===== src/rtl/decoder_scan_seq.sv =====
// decoder_scan_seq: registered N-to-2^N one-hot decoder with handshaked direct decode and self-stepping scan mode.
// Optional DEC_SCAN_BLANK_EN inserts one blank (all-zero) cycle between scan steps.
module decoder_scan_seq #(
  parameter int N = 3,
  parameter int HOLD = 4
) (
  input  logic              clk,
  input  logic              rst_n,
  input  logic              en,
  input  logic              mode,
  input  logic [N-1:0]      x_in,
  input  logic              x_valid,
  output logic              x_ready,
  output logic [2**N-1:0]   y,
  output logic [N-1:0]      idx,
  output logic              wrap
);
  localparam int OUTW = 2**N;
  localparam int CW = $clog2(HOLD) + 1;
  localparam logic [CW-1:0] LAST = CW'(HOLD - 1);
  localparam logic [OUTW-1:0] ONE = OUTW'(1);
  typedef enum logic [1:0] {IDLE, DIRECT, SCAN} state_t;
  state_t state, state_nxt;
  logic [CW-1:0] cnt, cnt_nxt;
  logic [OUTW-1:0] y_nxt;
  logic [N-1:0] idx_nxt, idx_inc;
  logic wrap_nxt, step, xfer;
  // Gated by rst_n so the handshake is closed while reset is asserted.
  assign x_ready = rst_n & en & ~mode;
  assign xfer = x_valid & x_ready;
  assign idx_inc = idx + 1'b1;
`ifdef DEC_SCAN_BLANK_EN
  localparam logic [CW-1:0] BLANK = CW'(HOLD);
  assign step = cnt == BLANK;
`else
  assign step = cnt == LAST;
`endif
  always_ff @(posedge clk or negedge rst_n)
    if (!rst_n) begin
      state <= IDLE;
      y <= '0;
      idx <= '0;
      wrap <= 1'b0;
      cnt <= '0;
    end else begin
      state <= state_nxt;
      y <= y_nxt;
      idx <= idx_nxt;
      wrap <= wrap_nxt;
      cnt <= cnt_nxt;
    end
  always_comb begin
    state_nxt = !en ? IDLE : mode ? SCAN : DIRECT;
    y_nxt = y;
    idx_nxt = idx;
    cnt_nxt = '0;
    wrap_nxt = 1'b0;
    if (state_nxt == IDLE)
      y_nxt = '0;
    else if (state_nxt == DIRECT) begin
      if (xfer) begin
        y_nxt = ONE << x_in;
        idx_nxt = x_in;
      end
    end else if (state != SCAN)
      y_nxt = ONE << idx;
    else if (step) begin
      idx_nxt = idx_inc;
      y_nxt = ONE << idx_inc;
      wrap_nxt = idx_inc == '0;
    end
`ifdef DEC_SCAN_BLANK_EN
    else if (cnt == LAST) begin
      y_nxt = '0;
      cnt_nxt = BLANK;
    end
`endif
    else
      cnt_nxt = cnt + 1'b1;
  end
endmodule


===== config.mk =====
export PLATFORM = sky130hd
export DESIGN_NAME = decoder_scan_seq
export DESIGN_NICKNAME = d
export VERILOG_FILES = /design/src/rtl/decoder_scan_seq.sv
export SDC_FILE = /design/constraint.sdc
export NUM_CORES = 1
export LEC_CHECK = 0
export ABC_CLOCK_PERIOD_IN_PS = 1800
export CORE_MARGIN = 10
export CORE_UTILIZATION = 48
export CTS_CLUSTER_SIZE = 20
export DETAILED_ROUTE_END_ITERATION = 10
export PLACE_DENSITY = 0.85
export REMOVE_ABC_BUFFERS = 1
export SYNTH_ARGS = -nofsm -noshare
export SYNTH_HDL_FRONTEND = slang
export SYNTH_SLANG_ARGS = --single-unit

===== constraint.sdc =====
create_clock -name clk -period 1.8 [get_ports clk]
set_clock_uncertainty 0.15 [all_clocks]
set_input_delay 0.36 -clock clk [delete_from_list [all_inputs] [get_ports clk]]
set_output_delay 0.36 -clock clk [all_outputs]
set_load 0.02 [all_outputs]

==> summary.txt, run 1 <==
Synthesized area: 913 µm²
Met2 GRT Util: 0.167
Largest net degree at the start of global routing: 18
Avg WL per Cell: 14.5 µm
Reg clk slew, reported paths: 0.09 ns
Port bufs: 20
Adder-Cell Fraction of Synth Area: 0.0411
Syn. warnings: 0
Synth-to-Final Area Change: 40.8%
CTS Sinks: 17
Main synth FF type: dfrtp_1
Worst slew pin tran: 0.351 ns
Commonest non-fill, non-tap cell in the layout: dfrtp_1
Max Freq: 577 MHz
Antenna-violating nets left: 0
Hold Path Class: reg -> reg
Initial DRT Pass Iterations: 4
Post-synth EDFFs: 0
Register area share after synthesis: 0.466
Fin crit share: 0.962
Status: finished clean
Initial Util: 0.518
Hold Path Depth: 1
Path depth of the worst reg2reg path: 6
Worst EP required: 1.85 ns
Die Y: 63.6 µm
Total of max-cap violations: 0
Fin area: 1290 µm²
Chip width: 63.6 µm
All-layer global routing usage: 0.104
Crit. End Element: flop
Routed Wire Length: 2120 µm
Num rows: 15
Synth Instances: 85
Met3 usage in global routing: 0.0424
Mean area per synthesized cell: 10.7 µm²
Final core occ: 0.729
Post-Place Cell Area: 1230 µm²
Initial antenna violation count: 0
Root buffer cell: clkbuf_4
CTS tree: done
Setup violators final: 0
CORE AREA: 1760 µm²
Fin. max-slew vios: 0
Fill cells: 144
Compound-Gate Fraction of Synth Area: 0.204
Worst setup SP type: primary input
Dpl cells: 142
Fraction of the mapped netlist area in simple logic gates: 0.223
Xor and xnor fraction of the mapped netlist area: 0.0288
Synthesis-stage register bit count: 17
First-pass GRT wire length: 3560 µm
Vias in the first global route: 813
Post-CTS setup buffer count: 0
Layout cells sized above 1: 0.264
Vias per inst: 5.46
Hold Fails Final Rpt: 0
Most frequent cells in the layout: dfrtp_1, buf_4, nand2_1
Post-synth ARST share: 1.00
Final RePlAce weighted congestion: 0.814
Crit Reg-Reg Endpoint: y[1]
Antenna cells: 0
Final hold slack: 0.291 ns
I/O Pins: 21
Dpl hpwl: 1630 µm
CP max FO: 4
Max VDD drop: 0.643 mV
Hold Crit Start: cnt[0]
Routing usage on met1: 0.124
Endpoint, Worst Hold: cnt[0]
TritonCTS Buffers: 3
Global route total overflow: 0
DRT iter0 DRCs: 22
Largest family of logic cells by synthesized area: simple AND/OR/NAND/NOR gates
Reg-to-reg startpoint: idx[0]
Post-route DRC: 0
Synth unique cells: 34
Routed vias: 797
DIE AREA: 4050 µm²
Post-synthesis mux area share: 0
CTS HTree Levels: 1
Power Dens Cells: 885 nW/µm²
Worst Path Arrival: 1.78 ns
Static Leak: 0.743 nW
Post-CTS Hold Fix Bufs: 0
R2r setup slk: 0.09 ns
Clk_lat worst skew: 0.29 ns
Longest Clk Path Bufs: 2
Minimum clock period: 1.73 ns
Finished Layout Cells: 146
Nets: 133
WS Path Type: in -> reg
Slew headroom: 0.763
Gr busiest metal: met2
==> kinds of logic (layout without fill, tap and decap cells) <==
logic type,after synthesis,count (layout)
AND/OR/NAND/NOR,33,33
AO/OA/AOI/OAI,24,24
flip-flops,17,17
adder cells (fa/ha/maj),3,3
buffers and inverters,5,41
XOR/XNOR,3,3
==> worst max-delay path, cell delays in order <==
cell and delay (ns):
clkdlybuf4s50_1 0.50, buf_4 0.13, nand2_1 0.08, o32ai_1 0.30
o21ai_2 0.14, o31ai_1 0.27
==> repair_timing <==
action / CTS / global route
setup endpoints to repair: 3 / 15
pin swaps: 0 / 2
gates resized for setup: 6 / 16
==> cell type report <==
class / instances / area (µm²) / area share
multi-input cells: 63 / 463 / 0.360
flip-flops and latches: 17 / 427 / 0.332
repair buffers: 34 / 328 / 0.255
well taps: 25 / 31.3 / 0.0243
clock buffers: 4 / 26.3 / 0.0204
inverters: 3 / 11.3 / 0.00875
==> worst max-delay path by stage <==
stage,startpoint,end
finish,rst_n,y[5]
global route,rst_n,y[4]
CTS,mode,x_ready
detailed placement,en,x_ready
global placement,en,x_ready
floorplan,idx[0],y[6]
==> sequential cells by signal, indices dropped and copies added (netlist names) <==
name,flops
y,8
cnt,3
state,2
wrap,1
idx,3
==> synthesized netlist by cell type (2+ instances only) <==
library cell | number | area (µm²)
a31oi_1 | 2 | 12.5
inv_1 | 3 | 11.3
ha_1 | 3 | 37.5
a21oi_1 | 4 | 20.0
nand2_1 | 12 | 45.0
nor3b_1 | 2 | 15.0
a21o_1 | 2 | 15.0
o32ai_1 | 2 | 17.5
o31ai_1 | 8 | 60.1
buf_6 | 2 | 22.5
xor2_1 | 2 | 17.5
nor2_2 | 3 | 18.8
nand2b_1 | 3 | 18.8
dfrtp_1 | 17 | 425
==> routing by layer <==
layer,part of all wire,wire length [µm]
met1,0.42,894
met2,0.49,1030
met3,0.077,164
met4,0.011,24
met5,0,0
==> power breakdown <==
group,switching (mW),internal [mW],leakage (nW)
Clock,0.112,0.0863,0.0150
Sequential,0.0423,0.427,0.224
Combinational,0.241,0.230,0.504
==> per-stage QoR <==
step	worst slack (ns)	setup TNS [ns]	power, mW
final	0.0683	0	1.14
after global routing	-0.00737	-0.0132	1.22
after CTS	-0.0441	-0.0441	1.15
after detailed placement	-0.461	-2.84	0.957
after global placement	-0.438	-2.18	0.947
after floorplan	0.108	0	0.727
(Power assumes the default switching activity.)
==> inputs of run 2 (changes only) <==
--- a/config.mk
+++ b/config.mk
@@ -5,9 +5,12 @@
 export SDC_FILE = /design/constraint.sdc
 export NUM_CORES = 1
 export LEC_CHECK = 0
-export ABC_CLOCK_PERIOD_IN_PS = 1800
+export ABC_CLOCK_PERIOD_IN_PS = 1600
+export CELL_PAD_IN_SITES_DETAIL_PLACEMENT = 1
+export CELL_PAD_IN_SITES_GLOBAL_PLACEMENT = 1
+export CORE_ASPECT_RATIO = 0.6
 export CORE_MARGIN = 10
-export CORE_UTILIZATION = 48
+export CORE_UTILIZATION = 37
 export CTS_CLUSTER_SIZE = 20
 export DETAILED_ROUTE_END_ITERATION = 10
 export PLACE_DENSITY = 0.85
==> constraint.sdc (replaced) <==
create_clock -name clk -period 1.6 [get_ports clk]
set_clock_uncertainty 0.15 [all_clocks]
set_input_delay 0.32 -clock clk [delete_from_list [all_inputs] [get_ports clk]]
set_output_delay 0.32 -clock clk [all_outputs]
set_load 0.02 [all_outputs]
==> run 2 against run 1 <==
Against the previous run: the flow now finishes with violations (setup timing); wire length increased by 110%; sequential share of layout area decreased by 7.4 points; clock power increased by 68%; power increased by 63%; critical path depth decreased by 1; core utilization increased by 0.42 points; design area increased by 29%; register-to-register slack got worse by 0.21 ns; worst hold slack improved by 0.027 ns; combinational power increased by 110%; critical path type is now reg -> reg; critical endpoint is now y[0]; largest cell class unchanged; largest power group unchanged.
==> summary.txt, run 2 (synthesized netlist as in run 1, its figures left out) <==
WS Path Type: reg -> reg (was in -> reg)
DRT iter0 DRCs: 39 (was 22)
CP max FO: 4 (unchanged)
Root buffer cell: clkbuf_8 (was clkbuf_4)
Static Leak: 0.767 nW (was 0.743 nW)
Initial Util: 0.404 (was 0.518)
Largest Register: y (unchanged)
Routed vias: 981 (was 797)
Reg clk slew, reported paths: 0.07 ns (was 0.09 ns)
Slew headroom: 0.750 (was 0.763)
Fill cells: 207 (was 144)
Number of flip-flops in the largest register: 8 (unchanged)
Vias per inst: 5.87 (was 5.46)
Chip width: 84.1 µm (was 63.6 µm)
Largest regs: y: 8 flops, cnt: 3 flops, idx: 3 flops (unchanged)
Fin crit share: 1.08
Post-route DRC: 0 (unchanged)
CTS Sinks: 17 (unchanged)
Worst EP required: 1.59 ns (was 1.85 ns)
Routed Wire Length: 4510 µm (was 2120 µm)
Power Dens Cells: 1120 nW/µm² (was 885 nW/µm²)
Initial DRT Pass Iterations: 4 (unchanged)
Commonest non-fill, non-tap cell in the layout: buf_4 (was dfrtp_1)
Global route total overflow: 0 (unchanged)
All-layer global routing usage: 0.154 (was 0.104)
Minimum clock period: 1.72 ns
Setup violators final: 10 (was 0)
Clock network power share: 0.179 (was 0.174)
Largest net degree at the start of global routing: 11 (was 18)
Synth-to-Final Area Change: 81.5% (was 40.8%)
Antenna cells: 0 (unchanged)
Area of the multi-input gates: 706 µm² (was 463 µm²)
Layout cells sized above 1: 0.569 (was 0.264)
Worst Path Arrival: 1.71 ns (was 1.78 ns)
Setup TNS: -0.724 ns (was 0 ns)
Antenna-violating nets left: 0 (unchanged)
PnR worst setup slack: -0.120 ns (was 0.0683 ns)
Avg WL per Cell: 27.0 µm (was 14.5 µm)
Failing checks: setup timing
Dpl hpwl: 2210 µm (was 1630 µm)
Vias in the first global route: 1055 (was 813)
Worst setup SP type: flop (was primary input)
CORE AREA: 2260 µm² (was 1760 µm²)
Hold Path Class: in -> reg (was reg -> reg)
Clk_lat worst skew: 0.26 ns (was 0.29 ns)
Sw power: 0.739 mW (was 0.395 mW)
Post-Place Cell Area: 1290 µm² (was 1230 µm²)
CTS tree: done (unchanged)
Most frequent cells in the layout: buf_4, dfrtp_1, dlygate4sd2_1 (was dfrtp_1, buf_4, nand2_1)
Hold Fails Final Rpt: 0 (unchanged)
Nets: 149 (was 133)
Fin. max-slew vios: 0 (unchanged)
Fin area: 1660 µm² (was 1290 µm²)
RSZ-0062 raised after global routing: yes
First-pass GRT wire length: 6030 µm (was 3560 µm)
Port bufs: 20 (unchanged)
I/O Pins: 21 (unchanged)
Sw Share: 0.397 (was 0.347)
Num rows: 13 (was 15)
FF/Latch Area: 428 µm² (was 427 µm²)
Power Internal: 1.12 mW (was 0.743 mW)
Max Freq: 581 MHz
Initial antenna violation count: 0 (unchanged)
Longest Clk Path Bufs: 2 (unchanged)
Finished Layout Cells: 167 (was 146)
Die Y: 58.5 µm (was 63.6 µm)
Max VDD drop: 0.809 mV (was 0.643 mV)
CTS HTree Levels: 1 (unchanged)
Crit. End Element: flop (unchanged)
DIE AREA: 4920 µm² (was 4050 µm²)
Combinational Power Share: 0.524 (was 0.414)
Worst slew pin tran: 0.373 ns (was 0.351 ns)
Dpl cells: 154 (was 142)
Flop pwr share: 0.297 (was 0.412)
Final RePlAce weighted congestion: 0.773 (was 0.814)
TritonCTS Buffers: 3 (unchanged)
Status: finished with violations (was finished clean)
Total of max-cap violations: 0 (unchanged)
[run 2: area by class of cell]
cell class / count / area share
timing repair buffer: 50 / 0.259
multi-input combinational: 63 / 0.426
tap: 30 / 0.0226
inverter: 3 / 0.00679
clock inverter: 1 / 0.00302
sequential: 17 / 0.258
clock buffer: 3 / 0.0249
[run 2: metal layers]
layer	GRT usage	wire length [µm]	vias to the layer above
met2	0.284	2110	50
met4	0.0380	99	0
met5	0	0	-
li1	-	-	415
met3	0.0549	352	8
met1	0.165	1940	508
[run 2: power by group through the flow]
stage          registers (mW)  logic, mW  clock network, mW
2_1_floorplan           0.597      0.221                  0
3_3_place_gp            0.528      0.609                  0
3_5_place_dp            0.533      0.636                  0
4_1_cts                 0.545      0.727              0.338
5_1_grt                 0.555       1.02              0.351
6_report                0.553      0.973              0.333
[run 2: worst paths after layout]
check                         from     end  slack [ns]  depth (start not counted)
min in group asynchronous    rst_n    wrap        0.46                          3
setup / recovery            idx[1]    y[0]       -0.12                          5
hold / removal             x_in[1]  idx[1]        0.32                          3
hold reg to reg               y[5]    y[5]        0.35                          2
max in group asynchronous    rst_n  idx[1]        0.48                          3
setup reg to reg            idx[1]    y[0]       -0.12                          5
[run 2: stage by stage]
stage	power, mW	utilization	hold WS [ns]	worst slack, ns
floorplan	0.818	-	-0.126	-0.0917
CTS	1.61	0.647	0.0466	-0.0319
finish	1.86	0.733	0.318	-0.120
detailed placement	1.17	0.569	0.281	-0.568
global route	1.92	0.733	0.330	-0.144
global placement	1.14	0.569	0.274	-0.546
[run 2: worst max-delay path, stage by stage, from the launching register on]
cell,delay [ns]
dfrtp_2,0.45
buf_4,0.16
ha_4,0.28
and3b_2,0.22
o21ai_4,0.22
o31ai_2,0.12
[run 2: timing repair]
item                       in CTS  in global routing
setup endpoints to repair      26                 13
hold buffers                    0                  2
setup buffers                   4                  5
resized for setup              48                 31
cloned                          0                  0
pin swaps                      11                  9
hold endpoints to repair        0                 17
==> inputs of run 3 (changes only) <==
--- a/config.mk
+++ b/config.mk
@@ -6,6 +6,7 @@
 export NUM_CORES = 1
 export LEC_CHECK = 0
 export ABC_CLOCK_PERIOD_IN_PS = 1600
+export CAP_MARGIN = 20
 export CELL_PAD_IN_SITES_DETAIL_PLACEMENT = 1
 export CELL_PAD_IN_SITES_GLOBAL_PLACEMENT = 1
 export CORE_ASPECT_RATIO = 0.6
@@ -13,6 +14,7 @@
 export CORE_UTILIZATION = 37
 export CTS_CLUSTER_SIZE = 20
 export DETAILED_ROUTE_END_ITERATION = 10
+export HOLD_SLACK_MARGIN = 0.05
 export PLACE_DENSITY = 0.85
 export REMOVE_ABC_BUFFERS = 1
 export SYNTH_ARGS = -nofsm -noshare
==> run 3 against run 2 <==
Against the previous run: the flow still finishes with violations (setup timing); cell count down 1.2%; critical path depth unchanged; via count down 4.8%; first-iteration DRC count up 51%; sequential power about the same; highest routed layer unchanged; core utilization down 4.0 points; sequential share of layout area up 1.5 points; wire length down 8.3%; clock-buffer cell count unchanged; clock power up 3%; largest cell class unchanged; power down 5.3%.
==> summary.txt, run 3 (synthesized netlist as in run 1, its figures left out) <==
Worst slew pin tran: 0.381 ns (was 0.373 ns)
Fill cells: 221 (was 207)
Synth-to-Final Area Change: 71.6% (was 81.5%)
Avg WL per Cell: 25.1 µm (was 27.0 µm)
RSZ-0062 raised after global routing: yes (unchanged)
Initial DRT Pass Iterations: 4 (unchanged)
Final RePlAce weighted congestion: 0.773 (unchanged)
Dpl hpwl: 2210 µm (unchanged)
First-pass GRT wire length: 6210 µm (was 6030 µm)
Largest Register: y (unchanged)
Vias per inst: 5.66 (was 5.87)
Commonest non-fill, non-tap cell in the layout: buf_4 (unchanged)
DIE AREA: 4920 µm² (unchanged)
Power Dens Cells: 1120 nW/µm² (about the same)
Static Leak: 0.757 nW (was 0.767 nW)
Initial Util: 0.404 (unchanged)
PnR worst setup slack: -0.118 ns (was -0.120 ns)
CTS Sinks: 17 (unchanged)
Routed vias: 934 (was 981)
Crit. End Element: flop (unchanged)
Root buffer cell: clkbuf_8 (unchanged)
R2r setup slk: -0.12 ns (about the same)
Antenna cells: 0 (unchanged)
Routed Wire Length: 4130 µm (was 4510 µm)
Total of max-cap violations: 0 (unchanged)
Hold Fails Final Rpt: 0 (unchanged)
CP max FO: 6 (was 4)
Largest regs: y: 8 flops, cnt: 3 flops, idx: 3 flops (unchanged)
Total power: 1.76 mW (was 1.86 mW)
Worst Path Arrival: 1.72 ns (was 1.71 ns)
Initial antenna violation count: 0 (unchanged)
Number of flip-flops in the largest register: 8 (unchanged)
Antenna-violating nets left: 0 (unchanged)
Clk_lat worst skew: 0.26 ns (about the same)
CORE AREA: 2260 µm² (unchanged)
Max Freq: 582 MHz (was 581 MHz)
TritonCTS Buffers: 3 (unchanged)
Nets: 147 (was 149)
WS Path Type: reg -> reg (unchanged)
Slew headroom: 0.745 (was 0.750)
Layout cells sized above 1: 0.511 (was 0.569)
Hold Path Class: in -> async (was in -> reg)
Worst EP required: 1.61 ns (was 1.59 ns)
CTS tree: done (unchanged)
Max VDD drop: 0.810 mV (was 0.809 mV)
Vias in the first global route: 1040 (was 1055)
Longest Clk Path Bufs: 2 (unchanged)
Chip width: 84.1 µm (unchanged)
I/O Pins: 21 (unchanged)
Fin. max-slew vios: 0 (unchanged)
Post-route DRC: 0 (unchanged)
Status: finished with violations (unchanged)
Largest net degree at the start of global routing: 11 (unchanged)
CTS HTree Levels: 1 (unchanged)
Global route total overflow: 0 (unchanged)
Port bufs: 20 (unchanged)
All-layer global routing usage: 0.164 (was 0.154)
Num rows: 13 (unchanged)
Failing checks: setup timing (unchanged)
Minimum clock period: 1.72 ns (about the same)
DRT iter0 DRCs: 59 (was 39)
Fin crit share: 1.07 (was 1.08)
Setup violators final: 8 (was 10)
Final hold slack: 0.0859 ns (was 0.318 ns)
Reg clk slew, reported paths: 0.07 ns (about the same)
Worst setup SP type: flop (unchanged)
Most frequent cells in the layout: buf_4, dfrtp_1, dlygate4sd2_1 (unchanged)
Die Y: 58.5 µm (unchanged)
## run 3: final cells by class
class,instances,area [µm²],share of cell area
Tap cell,30,37.5,0.0239
Clock buffer,3,41.3,0.0263
Timing Repair Buffer,48,412,0.263
Multi-Input combinational cell,63,633,0.404
Sequential cell,17,428,0.273
Inverter,3,11.3,0.00718
Clock inverter,1,5.00,0.00319
## run 3: final timing paths
check,startpoint,endpoint,depth (start not counted)
min in group clk,cnt[0],cnt[0],1
max in group asynchronous,rst_n,idx[1],3
worst max register to register,state[0],y[2],5
worst max-delay path,state[0],y[2],5
worst min register to register,cnt[0],cnt[0],1
worst min-delay path,rst_n,y[7],2
## run 3: where the power goes
group          internal (mW)  switching [mW]  total, mW
Combinational          0.412           0.455      0.867
Clock                  0.174           0.169      0.343
Sequential             0.483          0.0676      0.550
## run 3: per-stage QoR
step / setup TNS (ns) / area (µm²) / instances / utilization / setup slack, ns
floorplan: -0.561 / 891 / 83 / - / -0.0917
global placement: -6.48 / 1290 / 154 / 0.569 / -0.546
detailed placement: -7.26 / 1290 / 154 / 0.569 / -0.568
CTS: -0.0903 / 1470 / 162 / 0.652 / -0.0319
global route: -1.11 / 1570 / 165 / 0.693 / -0.153
finish: -0.855 / 1570 / 165 / 0.693 / -0.118
## run 3: what timing repair did
item | in CTS | in global routing
hold buffers | 1 | 0
endpoints found under the hold margin | 7 | 0
buffers inserted | 4 | 3
pin swaps | 11 | 7
setup endpoints to repair | 26 | 14
resized for setup | 48 | 16
## run 3: metal layers
metal	global-route usage	share of wire	up-vias
met3	0.0646	0.087	11
li1	-	-	408
met4	0.0451	0.021	0
met1	0.177	0.41	467
met5	0	0	-
met2	0.295	0.48	48
## run 3: worst max-delay path, stage by stage, from the launching register on
cell	delay (ns)
dfrtp_1	0.42
and2b_4	0.33
xnor2_2	0.13
a21oi_1	0.10
buf_4	0.17
o31ai_2	0.31
==> variant, RTL diff (settings of run 3) <==
`N`: 3 -> 4.
--- a/src/rtl/decoder_scan_seq.sv
+++ b/src/rtl/decoder_scan_seq.sv
@@ -3,3 +3,3 @@
 module decoder_scan_seq #(
-  parameter int N = 3,
+  parameter int N = 4,
   parameter int HOLD = 4
Interface: changed (resized idx, x_in and y); port bits go from 21 to 31. No check against the original RTL was run, so the function may have changed too.
==> variant against run 3 <==
- the flow still finishes with violations (setup timing)
- fmax decreased by 21%
- core utilization increased by 6.4 points
- cell area increased by 60%
- count of clock-buffer cells in the layout unchanged
- setup slack got worse by 0.44 ns
- total power increased by 82%
- worst hold slack got worse by 0.0023 ns
- area after synthesis increased by 42%
- sequential share of layout area decreased by 1.2 points
- die area increased by 29%
- sequential cell count increased by 9
- sequential power increased by 50%
- wire length increased by 78%
- largest cell class unchanged
==> variant: results (changes against run 3) <==
| Metric | Value |
|---|---|
| Via Count | `1523 (was 934)` |
| Share of cells above drive strength 1 | `53.3% (was 51.1%)` |
| Sequential-to-total area share from yosys stat | `50.1% (was 46.6%)` |
| Distinct cell type count of the synthesized netlist | `36 (was 34)` |
| Placer Congestion | `0.830 (was 0.773)` |
| Worst-path clk slew | `0.10 ns (was 0.07 ns)` |
| Synth area leaders | `dfrtp_1, o41ai_1, nand2_1, ha_1, clkbuf_8 (was dfrtp_1, o31ai_1, nand2_1, ha_1, buf_6)` |
| Nets | `208 (was 147)` |
| TritonCTS Buffers | `3 (unchanged)` |
| Setup violations, final | `21 (was 8)` |
| H-tree depth | `1 (unchanged)` |
| Status | `finished with violations (unchanged)` |
| Post-Route Hold Slack | `0.0836 ns (was 0.0859 ns)` |
| Biggest regs | `y: 16 flops, idx: 4 flops, cnt: 3 flops (was y: 8 flops, cnt: 3 flops, idx: 3 flops)` |
| Largest net degree at the start of global routing | `19 (was 11)` |
| Drt initial violations | `125 (was 59)` |
| Async set-reset flop share out of synthesis | `100% (unchanged)` |
| Fill cells | `302 (was 221)` |
| Final hold vios | `0 (unchanged)` |
| Synth warn | `0 (unchanged)` |
| Arrival time at the worst endpoint | `2.20 ns (was 1.72 ns)` |
| Global-route wire length before repair | `9590 µm (was 6210 µm)` |
| DRC Markers | `0 (unchanged)` |
| Clk Latency, worst-skew pair | `0.28 ns (was 0.26 ns)` |
| Failing checks | `setup timing (unchanged)` |
| All-Layer GR Usage | `20.2% (was 16.4%)` |
| Top post-synthesis cells by count | `dfrtp_1, nand2_1, o41ai_1 (was dfrtp_1, nand2_1, o31ai_1)` |
| Setup TNS | `-7.64 ns (was -0.855 ns)` |
| HP Class | `input pin to async pin (unchanged)` |
| Main synth FF type | `dfrtp_1 (unchanged)` |
| CP max stage cell | `a311o_2 (was dfrtp_1)` |
| Initial antenna violation count | `0 (unchanged)` |
| Drt pass-1 iters | `4 (unchanged)` |
| Max FO, Critical Path | `7 (was 6)` |
| DP Area | `1800 µm² (was 1290 µm²)` |
| Peak supply drop | `0.688 mV (was 0.810 mV)` |
| Ant. Diodes | `0 (unchanged)` |
| Post-Place Worst Slack | `-0.861 ns (was -0.568 ns)` |
| Avg Inst Size Synth | `10.6 µm² (was 10.7 µm²)` |
| Leak | `1.24 nW (was 0.757 nW)` |
| Dpl cells | `218 (was 154)` |
| Post-CTS Setup Inserts | `8 (was 4)` |
| Post-CTS Resized | `95 (was 48)` |
| Syn-to-layout area delta | `92.8% (was 71.6%)` |
| Worst Max-Slew Pin Slew | `0.525 ns (was 0.381 ns)` |
| Crit-path leading delay family | `compound AO/OA/AOI/OAI gates (was flip-flops)` |
| CP max stage delay | `0.45 ns (was 0.42 ns)` |
| I/O Buffers | `30 (was 20)` |
| CTS root buf | `clkbuf_8 (unchanged)` |
| HPWL Detailed | `3380 µm (was 2210 µm)` |
| Final Non-Filler Cells | `240 (was 165)` |
| Final worst slack | `-0.561 ns (was -0.118 ns)` |
| Routed WL | `7350 µm (was 4130 µm)` |
| Clock buffer depth | `2 (unchanged)` |
## variant: changes by cell type after synthesis, moves of 3 or more
| cell | run 3 | this run |
|---|---|---|
| o41ai_1 | 0 | 16 |
| nand2_1 | 12 | 24 |
| dfrtp_1 | 17 | 26 |
| o31ai_1 | 8 | 0 |
| nand3_1 | 0 | 3 |
| nor2_2 | 3 | 0 |
## variant: power by group
part / switching (mW) / internal [mW] / total (mW)
registers: 0.0873 / 0.737 / 0.824
logic: 1.08 / 0.722 / 1.80
clock network: 0.239 / 0.336 / 0.574
total: 1.40 / 1.79 / 3.20
## variant: layer usage
layer	vias up	GRT usage [%]	wire, µm
li1	609	-	-
met1	798	24.9	2990
met2	94	32.8	3490
met3	22	6.12	580
met4	0	6.32	282
met5	-	0	0
## variant: logic make-up (layout without fill, tap and decap cells)
group,count (synthesis),in the layout,synth area share [%]
and+or+nand+nor,47,47,18.9
AOI/OAI and AO/OA,36,36,21.1
buffers and inverters,6,79,4.15
DFF,26,26,50.1
muxes,1,1,0.771
adders and majority gates,3,3,2.89
xor gates and xnor gates,3,3,2.03
## variant: final timing paths
path	to	from	depth (start not counted)
max reg2reg	y[5]	idx[0]	6
min in group clk	y[8]	y[8]	2
max	y[5]	idx[0]	6
max in group asynchronous	y[7]	rst_n	2
min reg2reg	y[8]	y[8]	2
min	idx[3]	rst_n	2
## variant: area by class of cell
type                    instances  share of cell area [%]
repair buffers                 73                    26.8
clock buffers                   3                    1.65
inverters                       2                   0.400
well taps                      45                    2.25
clock inverters                 1                    1.20
multi-input cells              90                    41.7
flip-flops and latches         26                    26.1
## variant: worst reg2reg max path: stages (launching register included)
cell      delay [ns]
dfrtp_1         0.40
ha_2            0.21
nand3b_1        0.11
or3_4           0.35
a311o_2         0.45
buf_12          0.17
o41ai_4         0.21
